## src/rtl/leftvnorm.sv

```systemverilog
// Sequential left-shift normalizer: shifts an operand left one bit per cycle
// until its MSB is set and reports how many shifts were applied.
module leftvnorm #(
  parameter int DW = 16,
  parameter int CW = $clog2(DW) + 1
) (
  input  logic          clk,
  input  logic          rst,
  input  logic          start,
  input  logic [DW-1:0] in,
  output logic [DW-1:0] out,
  output logic [CW-1:0] shift,
  output logic          zero,
  output logic          busy,
  output logic          done
);

  typedef enum logic [1:0] {
    IDLE  = 2'd0,
    SHIFT = 2'd1,
    DONE  = 2'd2
  } state_t;

  state_t        state;
  state_t        state_nxt;
  logic [DW-1:0] work_nxt;
  logic [CW-1:0] cnt_nxt;
  logic          zero_nxt;

  // out/shift/zero are the working registers themselves, so they hold after
  // DONE until the next accepted start overwrites them.
  always_ff @(posedge clk) begin
    if (rst) begin
      state <= IDLE;
      out   <= '0;
      shift <= '0;
      zero  <= 1'b0;
    end else begin
      state <= state_nxt;
      out   <= work_nxt;
      shift <= cnt_nxt;
      zero  <= zero_nxt;
    end
  end

  always_comb begin
    state_nxt = state;
    work_nxt  = out;
    cnt_nxt   = shift;
    zero_nxt  = zero;
    busy      = 1'b0;
    done      = 1'b0;
    case (state)
      IDLE: begin
        if (start) begin
          work_nxt  = in;
          cnt_nxt   = '0;
          zero_nxt  = 1'b0;
          state_nxt = SHIFT;
        end
      end
      SHIFT: begin
        busy = 1'b1;
        if (out == '0) begin
          zero_nxt  = 1'b1;
          cnt_nxt   = CW'(DW);
          state_nxt = DONE;
        end else if (out[DW-1]) begin
          state_nxt = DONE;
        end else begin
          work_nxt = {out[DW-2:0], 1'b0};
          cnt_nxt  = shift + CW'(1);
        end
      end
      DONE: begin
        done      = 1'b1;
        state_nxt = IDLE;
      end
      default: state_nxt = IDLE;
    endcase
  end

endmodule

```

## config.mk

```make
export PLATFORM = sky130hd
export DESIGN_NAME = leftvnorm
export DESIGN_NICKNAME = d
export VERILOG_FILES = /design/src/rtl/leftvnorm.sv
export SDC_FILE = /design/constraint.sdc
export NUM_CORES = 1
export LEC_CHECK = 0
export ABC_AREA = 0
export CAP_MARGIN = 20
export CORE_MARGIN = 2
export CORE_UTILIZATION = 35
export DETAILED_ROUTE_END_ITERATION = 8
export RECOVER_POWER = 100
export SYNTH_ARGS = -nofsm -noshare
export SYNTH_HDL_FRONTEND = slang
export SYNTH_SLANG_ARGS = --single-unit
export TNS_END_PERCENT = 10
```

## constraint.sdc

```tcl
create_clock -name clk -period 1.95 [get_ports clk]
set_clock_uncertainty 0.05 [all_clocks]
set_input_delay 0.39 -clock clk [delete_from_list [all_inputs] [get_ports clk]]
set_output_delay 0.39 -clock clk [all_outputs]
set_load 0.03 [all_outputs]
```

Word-level counts from Yosys, hierarchy flattened
Index checks and enable logic that the tools add are counted.
- $add $sub $neg: 1
- multiply operators: 0
- divide/modulo/power cells: 0
- order comparisons: 0
- equal/unequal tests: 8
- shift-type cells: 0
- muxes and demuxes: 17
- bitwise logic cells: 0
- reduce and logical (&&, ||, !) cells: 8
- operators by type and width (operator ; count):
    16-bit two-way mux ; 3
    16-bit one-hot mux with 2 select lines ; 1
    16-bit zero test ; 1
    5-bit two-way mux ; 3
    5-bit one-hot mux with 2 select lines ; 1
    3-bit AND reduction ; 3
    2-bit != test (second input constant) ; 4
    2-bit two-way mux ; 3
    3-bit != test (second input constant) ; 2
    5-bit by 1-bit adder with 5-bit output (second input constant) ; 1
    1-bit two-way mux ; 4
    2-bit one-hot mux with 2 select lines ; 1
    4-bit AND reduction ; 1
    2-bit by 1-bit equality test with 1-bit output (second input constant) ; 1
    2-bit equality test (second input constant) ; 1
    2-bit zero test ; 1
    1-bit one-hot mux with 2 select lines ; 1
    2-bit AND reduction ; 1
    2-bit nonzero test ; 1
- register bits after elaboration: 24
- latch bits: 0
- bits in writable memories: 0
- memory bits (read-only): 0
- input bits: 19
- output and inout port bits: 24
- word-level logic and storage cells: 39
- memories: 0

Depth between registers and ports, before layout
- word-level depth: 4
- mapped depth: 6

Worst setup path after synthesis
Ideal clock, no wire load.
- kind: register to register
- from: register out[15]
- to: register out[9]
- arrival time: 1.524 ns
- data required time: 1.761 ns
- path slack: 0.237 ns
- stages on the path, launching flop included: 6
- buffers on the path: 1
- cell sequence: dfxtp_1 -> clkbuf_1 -> and4bb_2 -> a211o_1 -> nor2_1 -> a211oi_2
- word-level cells in the longest chain between the ends: 3
- elaborated cells between the ends (all ways): 4
- those cells by class: eq/ne (2); reduce/logical (2)
- ends and longest elaborated chain (what ; line ; RTL):
    start: declaration ; 11 ; output logic [DW-1:0] out,
    start signal: assignment ; 40 ; out <= work_nxt;
    16-bit zero test ; 64 ; if (out == '0) begin
    2-bit != test (no source line) ; n/a ;
    4-bit AND reduction (no source line) * ; n/a ;
Every way passes the cells marked *; elsewhere a longest branch is shown, timed or not.
A chain may end at the register's enable or synchronous reset.

Worst setup path after layout
- from: register out[6]
- to: output port out[6]
No word-level cell between the ends.

==> results.cfg <==
[outcome]
run_status = complete, no violations

[final_layout]
final_cell_count_without_fillers = 279
antenna_diode_count = 0
fillers = 464
finalNetCount = 247
drive_gt1_share_pct = 15.6
design_area_sq_um = 2180
area_of_the_multi_input_gates_sq_um = 1050
ff_latch_area_sq_um = 480
synthesis_to_finish_area_growth_pct = 30.4

[detailed_routing]
wirelength_microns = 4390
routed_via_density = 5.79
num_vias = 1615
drc = 0
drt-initial-drc-count = 102
wl_per_cell_microns = 15.7
ant_nets = 0
drt-pass1-iter-count = 4

[critical_path]
critical_path.max_stage_delay_ns = 0.76
critPathKind = flop to primary output
crit_family = buffers and inverters
cp_data_arrival_time_ns = 1.44
critical_path.max_fanout = 5
path_cells = dlygate4sd3_1
critical_path.startpoint_type = flop
worst-endpoint-required_ns = 1.51
crit_path_buffers_inverters = 1
endpoint_kind = primary output
cpMaxStageDelayCell = sky130_fd_sc_hd__dlygate4sd3_1

[global_routing]
grt_pass1_wl_microns = 7370
grt_use_total_pct = 17.3
global_route.overflow_total = 0
grt_max_degree = 31
via_count_of_the_first_global_routing_pass = 1450
grt_antenna_before_repair = 0

[timing]
rsz0062_at_grt = no
slew_violations = 0
fmax_mhz = 531
worstMarginPinSlew_ns = 0.430
post-route-period-util_pct = 96.6
fin_worst_hold_slack_ns = 0.453
maxSlewHeadroom_pct = 71.1
final-hold-violation-count = 0
finalSetupTns_ns = 0
final_critical_period_ns = 1.88
timing.final.setup_violations = 0

[synth]
synth-async-reset-ratio_pct = 0
yosys_warnings = 0
netlist_instances = 185
syn-num-nets = 205
synth_seq_area_share_pct = 28.8
syn_avg_cell_area_sq_um = 9.03
synth_ff_type = sky130_fd_sc_hd__dfxtp_1
synth_cell_types = 46
synth-edff-count = 0
synth_top_cells_by_area = sky130_fd_sc_hd__dfxtp_1, sky130_fd_sc_hd__a211oi_2, sky130_fd_sc_hd__nor2_1
ys_ff_latch = 24
portion_of_synthesized_cell_area_occupied_by_the_leading_cell_type_pct = 28.8
synthDominantAreaCellType = sky130_fd_sc_hd__dfxtp_1
synthesis.area_sq_um = 1670

[die]
core-area_sq_um = 4660
initial_utilization_pct = 35.8
die_w_microns = 73.1
die_y_extent_microns = 73.1
rows = 25
die_area_sq_um = 5340
boundaryPins = 43

[power_and_ir_drop]
powerDensity_nw_per_um2 = 1570
seq_power_share_pct = 24.3
swShare_pct = 49.5
ir_worst_vdd_uv = 711
power.internal_w = 0.00173
clockPowerShare_pct = 8.8
leakage_nw = 0.819
power.net_switching_w = 0.00170
share_comb_of_total_power_pct = 66.9

[cts]
clock_tree.root_cell = sky130_fd_sc_hd__clkbuf_8
postCtsSetupBuffers = 0
ctsHtreeMaxLevel = 1
clk_path_buf_depth = 2
cts_tree = built
clk-insertion-delay-late_ns = 0.27
clkTransAtPathRegs_ns = 0.09
tritoncts_num_sinks = 24
cts_made_buffers = 3

[run]
maxCapViolCount = 0

[min_path]
hold_path_class = flop to flop

[place]
placed_cells = 276
detailed_place_hpwl_microns = 2910
dpl-instance-area_sq_um = 2160
gpl_congestion = 0.740
buffer_ports.inserted = 42
## stage by stage
stage	total power, W	setup WS [ns]	util (%)
global placement	0.00320	-0.00137	46.3
floorplan	0.00256	0.237	-
CTS	0.00351	0.0626	47.2
global route	0.00369	0.0120	46.7
finish	0.00343	0.0662	46.7
detailed placement	0.00321	-0.0348	46.3
## cell type report
cell class,instances,area share (%)
Inverter,3,0.517
Multi-Input combinational cell,142,48.0
Sequential cell,24,22.1
Tap cell,54,3.10
Timing Repair Buffer,53,24.4
Clock buffer,3,1.90
## power by group through the flow
stage | Combinational, W | Sequential [W] | Clock (W)
2_1_floorplan | 0.00149 | 0.00107 | 0
3_3_place_gp | 0.00235 | 0.000850 | 0
3_5_place_dp | 0.00236 | 0.000847 | 0
4_1_cts | 0.00237 | 0.000836 | 0.000309
5_1_grt | 0.00250 | 0.000865 | 0.000328
6_report | 0.00230 | 0.000833 | 0.000301
## path summary, 6_finish.rpt
path / slack, ns / startpoint / endpoint / cells after the start
max reg2reg: 0.17 / out[15]$_SDFFE_PP0P_ / out[14]$_SDFFE_PP0P_ / 4
min reg2reg: 0.45 / shift[1]$_SDFFE_PP0P_ / shift[1]$_SDFFE_PP0P_ / 2
min: 0.45 / shift[1]$_SDFFE_PP0P_ / shift[1]$_SDFFE_PP0P_ / 2
max: 0.07 / out[6]$_SDFFE_PP0P_ / out[6] / 1
## registers in the layout, summed over array words and instances (netlist names)
name / flops
state: 2
shift: 5
out: 16
zero: 1
## cell usage after synthesis (5+ instances only)
library cell / instances
sky130_fd_sc_hd__nor2_1: 30
sky130_fd_sc_hd__dfxtp_1: 24
sky130_fd_sc_hd__a211oi_2: 11
sky130_fd_sc_hd__a211o_1: 10
sky130_fd_sc_hd__nor3b_1: 10
sky130_fd_sc_hd__a211oi_1: 8
sky130_fd_sc_hd__a21oi_1: 7
sky130_fd_sc_hd__nor4bb_1: 5
## per-layer routing
| layer | routed length, microns | global-route usage, % | up-vias |
|---|---|---|---|
| li1 | - | - | 795 |
| met1 | 2230 | 26.4 | 768 |
| met2 | 1900 | 25.1 | 50 |
| met3 | 232 | 2.90 | 2 |
| met4 | 23 | 3.70 | 0 |
| met5 | 0 | 0 | - |
## cell families after synthesis
group,synth area share (%)
AO/OA/AOI/OAI,27.7
AND/OR/NAND/NOR,34.7
buffers and inverters,7.57
XOR/XNOR,0.524
flip-flops,28.8
adder cells (fa/ha/maj),0.749
## placed cells by master (no fill, tap or decap), drive strengths merged, types with 2 or more instances in the layout
master         instances
or3b                   4
nor2                  30
nor4bb                 5
nor3b                 11
nand3b                 4
nand2b                 6
a21o                   3
nand3                  2
inv                    2
clkbuf                 5
a211o                 10
dlygate4sd3           10
a211oi                19
nor3                   3
buf                   11
nor4                   5
a32oi                  4
a21boi                 4
a21oi                  7
dfxtp                 24
nand2                  4
and4bb                 5
nand4                  3
clkdlybuf4s50         29
## timing repair
action / in CTS / in global routing
endpoints found under the setup margin: 1 / 0
resized for setup: 1 / 0
hold buffers: 0 / 0
(Power assumes the default switching activity.)
